==> config.mk <==
export PLATFORM = sky130hd
export DESIGN_NAME = control_sequencer
export DESIGN_NICKNAME = d
export VERILOG_FILES = /design/src/rtl/cpu_pkg.sv /design/src/rtl/control_sequencer.sv
export SDC_FILE = /design/constraint.sdc
export NUM_CORES = 1
export LEC_CHECK = 0
export ABC_AREA = 1
export CAP_MARGIN = 20
export CELL_PAD_IN_SITES_DETAIL_PLACEMENT = 1
export CELL_PAD_IN_SITES_GLOBAL_PLACEMENT = 2
export CORE_MARGIN = 3
export CORE_UTILIZATION = 20
export DETAILED_ROUTE_END_ITERATION = 8
export PLACE_DENSITY_LB_ADDON = 0.1
export SYNTH_ARGS = -nofsm -noshare
export SYNTH_HDL_FRONTEND = slang
export SYNTH_SLANG_ARGS = --single-unit
==> constraint.sdc <==
create_clock -name clk -period 1.9 [get_ports clk]
set_input_delay 0.38 -clock clk [delete_from_list [all_inputs] [get_ports clk]]
set_output_delay 0.38 -clock clk [all_outputs]
set_load 0.03 [all_outputs]
==> src/rtl/cpu_pkg.sv <==
// Shared CPU definitions: opcode constants, control-sequencer state
// encoding and the bundle of control strobes it drives.
package cpu_pkg;

    // Opcode field IR[31:27]
    localparam logic [4:0] OP_LD   = 5'b00000;
    localparam logic [4:0] OP_LDI  = 5'b00001;
    localparam logic [4:0] OP_ST   = 5'b00010;
    localparam logic [4:0] OP_ADD  = 5'b00011;
    localparam logic [4:0] OP_SUB  = 5'b00100;
    localparam logic [4:0] OP_AND  = 5'b00101;
    localparam logic [4:0] OP_OR   = 5'b00110;
    localparam logic [4:0] OP_IN   = 5'b10110;
    localparam logic [4:0] OP_OUT  = 5'b10111;
    localparam logic [4:0] OP_NOP  = 5'b11010;
    localparam logic [4:0] OP_HALT = 5'b11011;

    // Sequencer states; T0..T7 are contiguous so the step number is state-7
    typedef enum logic [3:0] {
        S_RESET = 4'b0000,
        S_T0    = 4'b0111,
        S_T1    = 4'b1000,
        S_T2    = 4'b1001,
        S_T3    = 4'b1010,
        S_T4    = 4'b1011,
        S_T5    = 4'b1100,
        S_T6    = 4'b1101,
        S_T7    = 4'b1110,
        S_HALT  = 4'b1111
    } state_t;

    // All control strobes of the datapath, decoded together per state
    typedef struct packed {
        logic pc_out;
        logic mar_in;
        logic inc_pc;
        logic zlow_in;
        logic zlow_out;
        logic pc_in;
        logic read;
        logic mdr_in;
        logic mdr_out;
        logic ir_in;
        logic ram_we;
        logic gra;
        logic grb;
        logic grc;
        logic r_in;
        logic r_out;
        logic ba_out;
        logic c_out;
        logic y_in;
        logic inport_out;
        logic outport_in;
    } ctrl_t;

    // Two-operand ALU instructions share one register-register sequence
    function automatic logic is_alu(input logic [4:0] op);
        return (op == OP_ADD) || (op == OP_SUB) || (op == OP_AND) || (op == OP_OR);
    endfunction

    // Instructions that form an address/immediate from Rb plus the C field
    function automatic logic is_imm(input logic [4:0] op);
        return (op == OP_LD) || (op == OP_LDI) || (op == OP_ST);
    endfunction

endpackage

==> src/rtl/control_sequencer.sv <==
// Moore control sequencer: fetch in T0-T2, opcode-specific execute in
// T3-T7, with a sticky HALT state left only through clr.
module control_sequencer
    import cpu_pkg::*;
(
    input  logic       clk,
    input  logic       clr,
    input  logic [4:0] operation,
    output logic       PCout,
    output logic       MARin,
    output logic       IncPC,
    output logic       ZLowIn,
    output logic       ZLowout,
    output logic       PCin,
    output logic       Read,
    output logic       MDRin,
    output logic       MDRout,
    output logic       IRin,
    output logic       ramWE,
    output logic       Gra,
    output logic       Grb,
    output logic       Grc,
    output logic       Rin,
    output logic       Rout,
    output logic       BAout,
    output logic       Cout,
    output logic       Yin,
    output logic       InPortout,
    output logic       OutPortIn,
    output logic       run,
    output logic [3:0] state_dbg
);

    state_t     state_reg, state_next;
    logic [4:0] op_reg, op_next;
    ctrl_t      ctrl;

    // The opcode is captured on the same edge that loads IR (entry to T3),
    // so the T3 decode and every later step see a registered value only.
    assign op_next = (state_reg == S_T2) ? operation : op_reg;

    // State and op registers; clr overrides every transition
    always_ff @(posedge clk) begin
        if (clr) begin
            state_reg <= S_RESET;
            op_reg    <= OP_NOP;
        end else begin
            state_reg <= state_next;
            op_reg    <= op_next;
        end
    end

    // Next-state and control decode from the registered state and op only
    always_comb begin
        ctrl       = '0;
        state_next = S_RESET;
        case (state_reg)
            S_RESET: state_next = S_T0;
            S_T0: begin
                ctrl.pc_out  = 1'b1;
                ctrl.mar_in  = 1'b1;
                ctrl.inc_pc  = 1'b1;
                ctrl.zlow_in = 1'b1;
                state_next   = S_T1;
            end
            S_T1: begin
                ctrl.zlow_out = 1'b1;
                ctrl.pc_in    = 1'b1;
                ctrl.read     = 1'b1;
                ctrl.mdr_in   = 1'b1;
                state_next    = S_T2;
            end
            S_T2: begin
                ctrl.mdr_out = 1'b1;
                ctrl.ir_in   = 1'b1;
                state_next   = S_T3;
            end
            S_T3: begin
                state_next = S_T0;
                if (op_reg == OP_IN) begin
                    ctrl.gra        = 1'b1;
                    ctrl.r_in       = 1'b1;
                    ctrl.inport_out = 1'b1;
                end else if (op_reg == OP_OUT) begin
                    ctrl.gra        = 1'b1;
                    ctrl.r_out      = 1'b1;
                    ctrl.outport_in = 1'b1;
                end else if (is_alu(op_reg)) begin
                    ctrl.grb   = 1'b1;
                    ctrl.r_out = 1'b1;
                    ctrl.y_in  = 1'b1;
                    state_next = S_T4;
                end else if (is_imm(op_reg)) begin
                    ctrl.grb    = 1'b1;
                    ctrl.ba_out = 1'b1;
                    ctrl.y_in   = 1'b1;
                    state_next  = S_T4;
                end else if (op_reg == OP_HALT) begin
                    state_next = S_HALT;
                end
            end
            S_T4: begin
                state_next   = S_T5;
                ctrl.zlow_in = 1'b1;
                if (is_alu(op_reg)) begin
                    ctrl.grc   = 1'b1;
                    ctrl.r_out = 1'b1;
                end else begin
                    ctrl.c_out = 1'b1;
                end
            end
            S_T5: begin
                ctrl.zlow_out = 1'b1;
                if (op_reg == OP_LD || op_reg == OP_ST) begin
                    ctrl.mar_in = 1'b1;
                    state_next  = S_T6;
                end else begin
                    ctrl.gra   = 1'b1;
                    ctrl.r_in  = 1'b1;
                    state_next = S_T0;
                end
            end
            S_T6: begin
                state_next  = S_T7;
                ctrl.mdr_in = 1'b1;
                if (op_reg == OP_ST) begin
                    ctrl.gra   = 1'b1;
                    ctrl.r_out = 1'b1;
                end else begin
                    ctrl.read = 1'b1;
                end
            end
            S_T7: begin
                state_next = S_T0;
                if (op_reg == OP_ST) begin
                    ctrl.ram_we = 1'b1;
                end else begin
                    ctrl.mdr_out = 1'b1;
                    ctrl.gra     = 1'b1;
                    ctrl.r_in    = 1'b1;
                end
            end
            S_HALT:  state_next = S_HALT;
            default: state_next = S_RESET;
        endcase
    end

    assign PCout     = ctrl.pc_out;
    assign MARin     = ctrl.mar_in;
    assign IncPC     = ctrl.inc_pc;
    assign ZLowIn    = ctrl.zlow_in;
    assign ZLowout   = ctrl.zlow_out;
    assign PCin      = ctrl.pc_in;
    assign Read      = ctrl.read;
    assign MDRin     = ctrl.mdr_in;
    assign MDRout    = ctrl.mdr_out;
    assign IRin      = ctrl.ir_in;
    assign ramWE     = ctrl.ram_we;
    assign Gra       = ctrl.gra;
    assign Grb       = ctrl.grb;
    assign Grc       = ctrl.grc;
    assign Rin       = ctrl.r_in;
    assign Rout      = ctrl.r_out;
    assign BAout     = ctrl.ba_out;
    assign Cout      = ctrl.c_out;
    assign Yin       = ctrl.y_in;
    assign InPortout = ctrl.inport_out;
    assign OutPortIn = ctrl.outport_in;

    assign run       = (state_reg != S_RESET) && (state_reg != S_HALT);
    assign state_dbg = state_reg;

endmodule
==> results_dict.tcl <==
set metrics [dict create \
    cp-start-kind "register" \
    yosys_warnings 0 \
    area_delta_synth_final_pct 76.3 \
    rsz0062_at_grt "true" \
    post-place-ws_ps -46.1 \
    clockPowerShare_pct 18.2 \
    cts_sinks 9 \
    syn-instance-count 115 \
    skew_ps 1.14 \
    slew_headroom_pct 77.0 \
    syn_nets 122 \
    rows 20 \
    r2r_setup_slack_ps 600 \
    dp_hpwl_mm 2.15 \
    whs_ps 529 \
    route.detailed.wl_per_inst_um 11.7 \
    grt_max_degree 8 \
    end_kind "output port" \
    cp_num_buf_inv 3 \
    final_max_slew_viol_count 0 \
    routed_wl_mm 2.49 \
    cp-endpoint "Gra" \
    combPwrFrac_pct 48.8 \
    finalHoldViolCount 0 \
    fmax_mhz 548 \
    layout_common_cells "buf_4, nand2_1, inv_1" \
    drt_iter0_drc 36 \
    switching_share_pct 42.8 \
    drc 0 \
    worstPathCellList "nor2_4, nand3_2, buf_4, nand3_1, buf_4, nand4_1, buf_6" \
    start_util_pct 21.6 \
    path_common_cell "buf_4" \
    finish.instance_area_mm2 0.00119 \
    grt_usage_pct 12.7 \
    cp.required_ps 1520 \
    cts-root-buf "clkbuf_4" \
    yosysUniqueCellTypes 19 \
    first_global_vias 921 \
    htreeDepth 1 \
    drive_gt1_share_pct 41.1 \
    min_period_ps 1820 \
    power.leakage_nw 0.655 \
    period_share_pct 96.0 \
    ys_ff_latch 9 \
    run_status "finished, final reports clean" \
    r2r-start "op_reg[2]" \
    holdCritPathClass "register to register" \
    critPathMaxStageDelay_ps 340 \
    syn_avg_cell_area_um2 5.89 \
    cts.path.max_buffers 2 \
    reg2reg_to "state_dbg[1]" \
    switchingPower_w 0.000337 \
    antenna_found_initial 0 \
    dpl_cell_area_mm2 0.00114 \
    nFillCells 429 \
    p_per_area_mw_per_mm2 660 \
    syn_area_um2 677 \
    path_max_fanout 4 \
    drtPass1Iterations 4 \
    r2r.worst_path.cells 8 \
    crit_type "register to output port" \
    routed_via_density 4.21 \
    clk_pin_slew_worst_paths_ps 60 \
    cp.depth 7 \
    final_common_cell "buf_4" \
    ir_drop_mv 0.335 \
    cts_tree "built" \
    grt_pass1_wl_mm 4.22 \
    setup_viol 0 \
    tightest_slew_ps 344 \
    crit_arrival_ps 1440 \
    grt-ovfl-total 0 \
    final_nets 176 \
    synth.yosys.seq_area_share_pct 26.6 \
    internal_power_w 0.000451 \
    die-area_mm2 0.00412 \
    die_w_um 64.2 \
    num_antenna_cells 0 \
    hold_buffers 0 \
    largest_reg_flops 5 \
    cp-startpoint "op_reg[2]" \
    core-area_mm2 0.00313 \
    crit_slowest_cell "dfxtp_2" \
    ios 33 \
    place_congestion 0.805 \
    vias 892 \
    antenna_left 0 \
    timing.final.ws_setup_ps 76.7 \
    die_h_um 64.2 \
    numCtsBuffers 3 \
    critPathTopFamily "simple AND/OR/NAND/NOR gates" \
    cap_violations 0 \
    numPortBuffers 32 \
    seqPwrFrac_pct 33.0 \
    clk_latency_ps 250 \
]
## tightest hold or removal path, cell delays in order (launching register included)
cell,delay [ps]
dfxtp_2,340
inv_1,80
a21oi_1,60
## final cells by class
cell class | instances | area (um^2) | area share (%)
Inverter | 24 | 92.6 | 7.76
Sequential cell | 9 | 190 | 15.9
Clock buffer | 4 | 26.3 | 2.20
Timing Repair Buffer | 51 | 407 | 34.1
Multi-Input combinational cell | 80 | 423 | 35.4
Tap cell | 44 | 55.1 | 4.61
## power by group through the flow
stage	clock network [W]	logic, W	registers (W)
after global routing	0.000163	0.000422	0.000265
final	0.000144	0.000385	0.000260
after global placement	0	0.000397	0.000249
after floorplan	0	0.000174	0.000288
after CTS	0.000151	0.000384	0.000253
after detailed placement	0	0.000392	0.000253
## how the worst min path moves through the flow
| stage | startpoint | to | depth (start not counted) |
|---|---|---|---|
| floorplan | clr | state_dbg[3] | 1 |
| global placement | op_reg[2] | op_reg[2] | 2 |
| detailed placement | op_reg[2] | op_reg[2] | 2 |
| CTS | op_reg[2] | op_reg[2] | 2 |
| global route | op_reg[2] | op_reg[2] | 2 |
| finish | op_reg[2] | op_reg[2] | 2 |
## cells by family (layout without fill, tap and decap cells)
kind of cell / count (synthesis) / count (layout) / share of synthesized area (%)
AOI/OAI and AO/OA: 14 / 14 / 12.0
DFF: 9 / 9 / 26.6
and+or+nand+nor: 66 / 66 / 45.8
buffers and inverters: 26 / 79 / 15.5
## timing repair
| action | 4_1_cts | 5_1_grt |
|---|---|---|
| resized for setup | 20 | 22 |
| setup endpoints to repair | 11 | 14 |
| pin swaps | 1 | 1 |
| buffers inserted | 0 | 2 |
| gates cloned | 0 | 0 |
## layer usage
| layer | up-vias | GRT usage [%] | share of wire, % | wire [um] |
|---|---|---|---|---|
| met5 | - | 0 | 0 | 0 |
| met4 | 0 | 4.75 | 1.4 | 34 |
| met3 | 4 | 1.58 | 4.7 | 118 |
| met2 | 23 | 21.2 | 46 | 1150 |
| met1 | 399 | 16.7 | 48 | 1190 |
| li1 | 466 | - | - | - |
## cells in the mapped netlist
| cell | count | area [um^2] |
|---|---|---|
| nand2_1 | 28 | 105 |
| inv_1 | 21 | 78.8 |
| nor2_1 | 17 | 63.8 |
| dfxtp_1 | 9 | 180 |
| nand3_1 | 7 | 35.0 |
| o21ai_0 | 5 | 25.0 |
| a21oi_1 | 4 | 20.0 |
| o211ai_1 | 4 | 30.0 |
| inv_2 | 3 | 11.3 |
| nand2_2 | 3 | 18.8 |
| nand4_1 | 3 | 18.8 |
| nor2_2 | 3 | 18.8 |
| buf_4 | 2 | 15.0 |
| a31oi_1 | 1 | 6.26 |
| nand3_2 | 1 | 10.0 |
| nand3b_1 | 1 | 7.51 |
| nor2_4 | 1 | 11.3 |
| nor3_1 | 1 | 5.00 |
| nor3_4 | 1 | 16.3 |
## metrics by stage
stage | std cells | TNS [ps] | util [%] | total power [W]
after floorplan | 115 | -42.6 | - | 0.000462
after global placement | 206 | -5.15 | 36.4 | 0.000646
after detailed placement | 206 | -91.1 | 36.4 | 0.000644
after CTS | 210 | -10.6 | 37.4 | 0.000788
after global routing | 212 | -135 | 38.2 | 0.000850
final | 212 | 0 | 38.2 | 0.000788
Note: power is estimated with default switching activity, not from simulation.
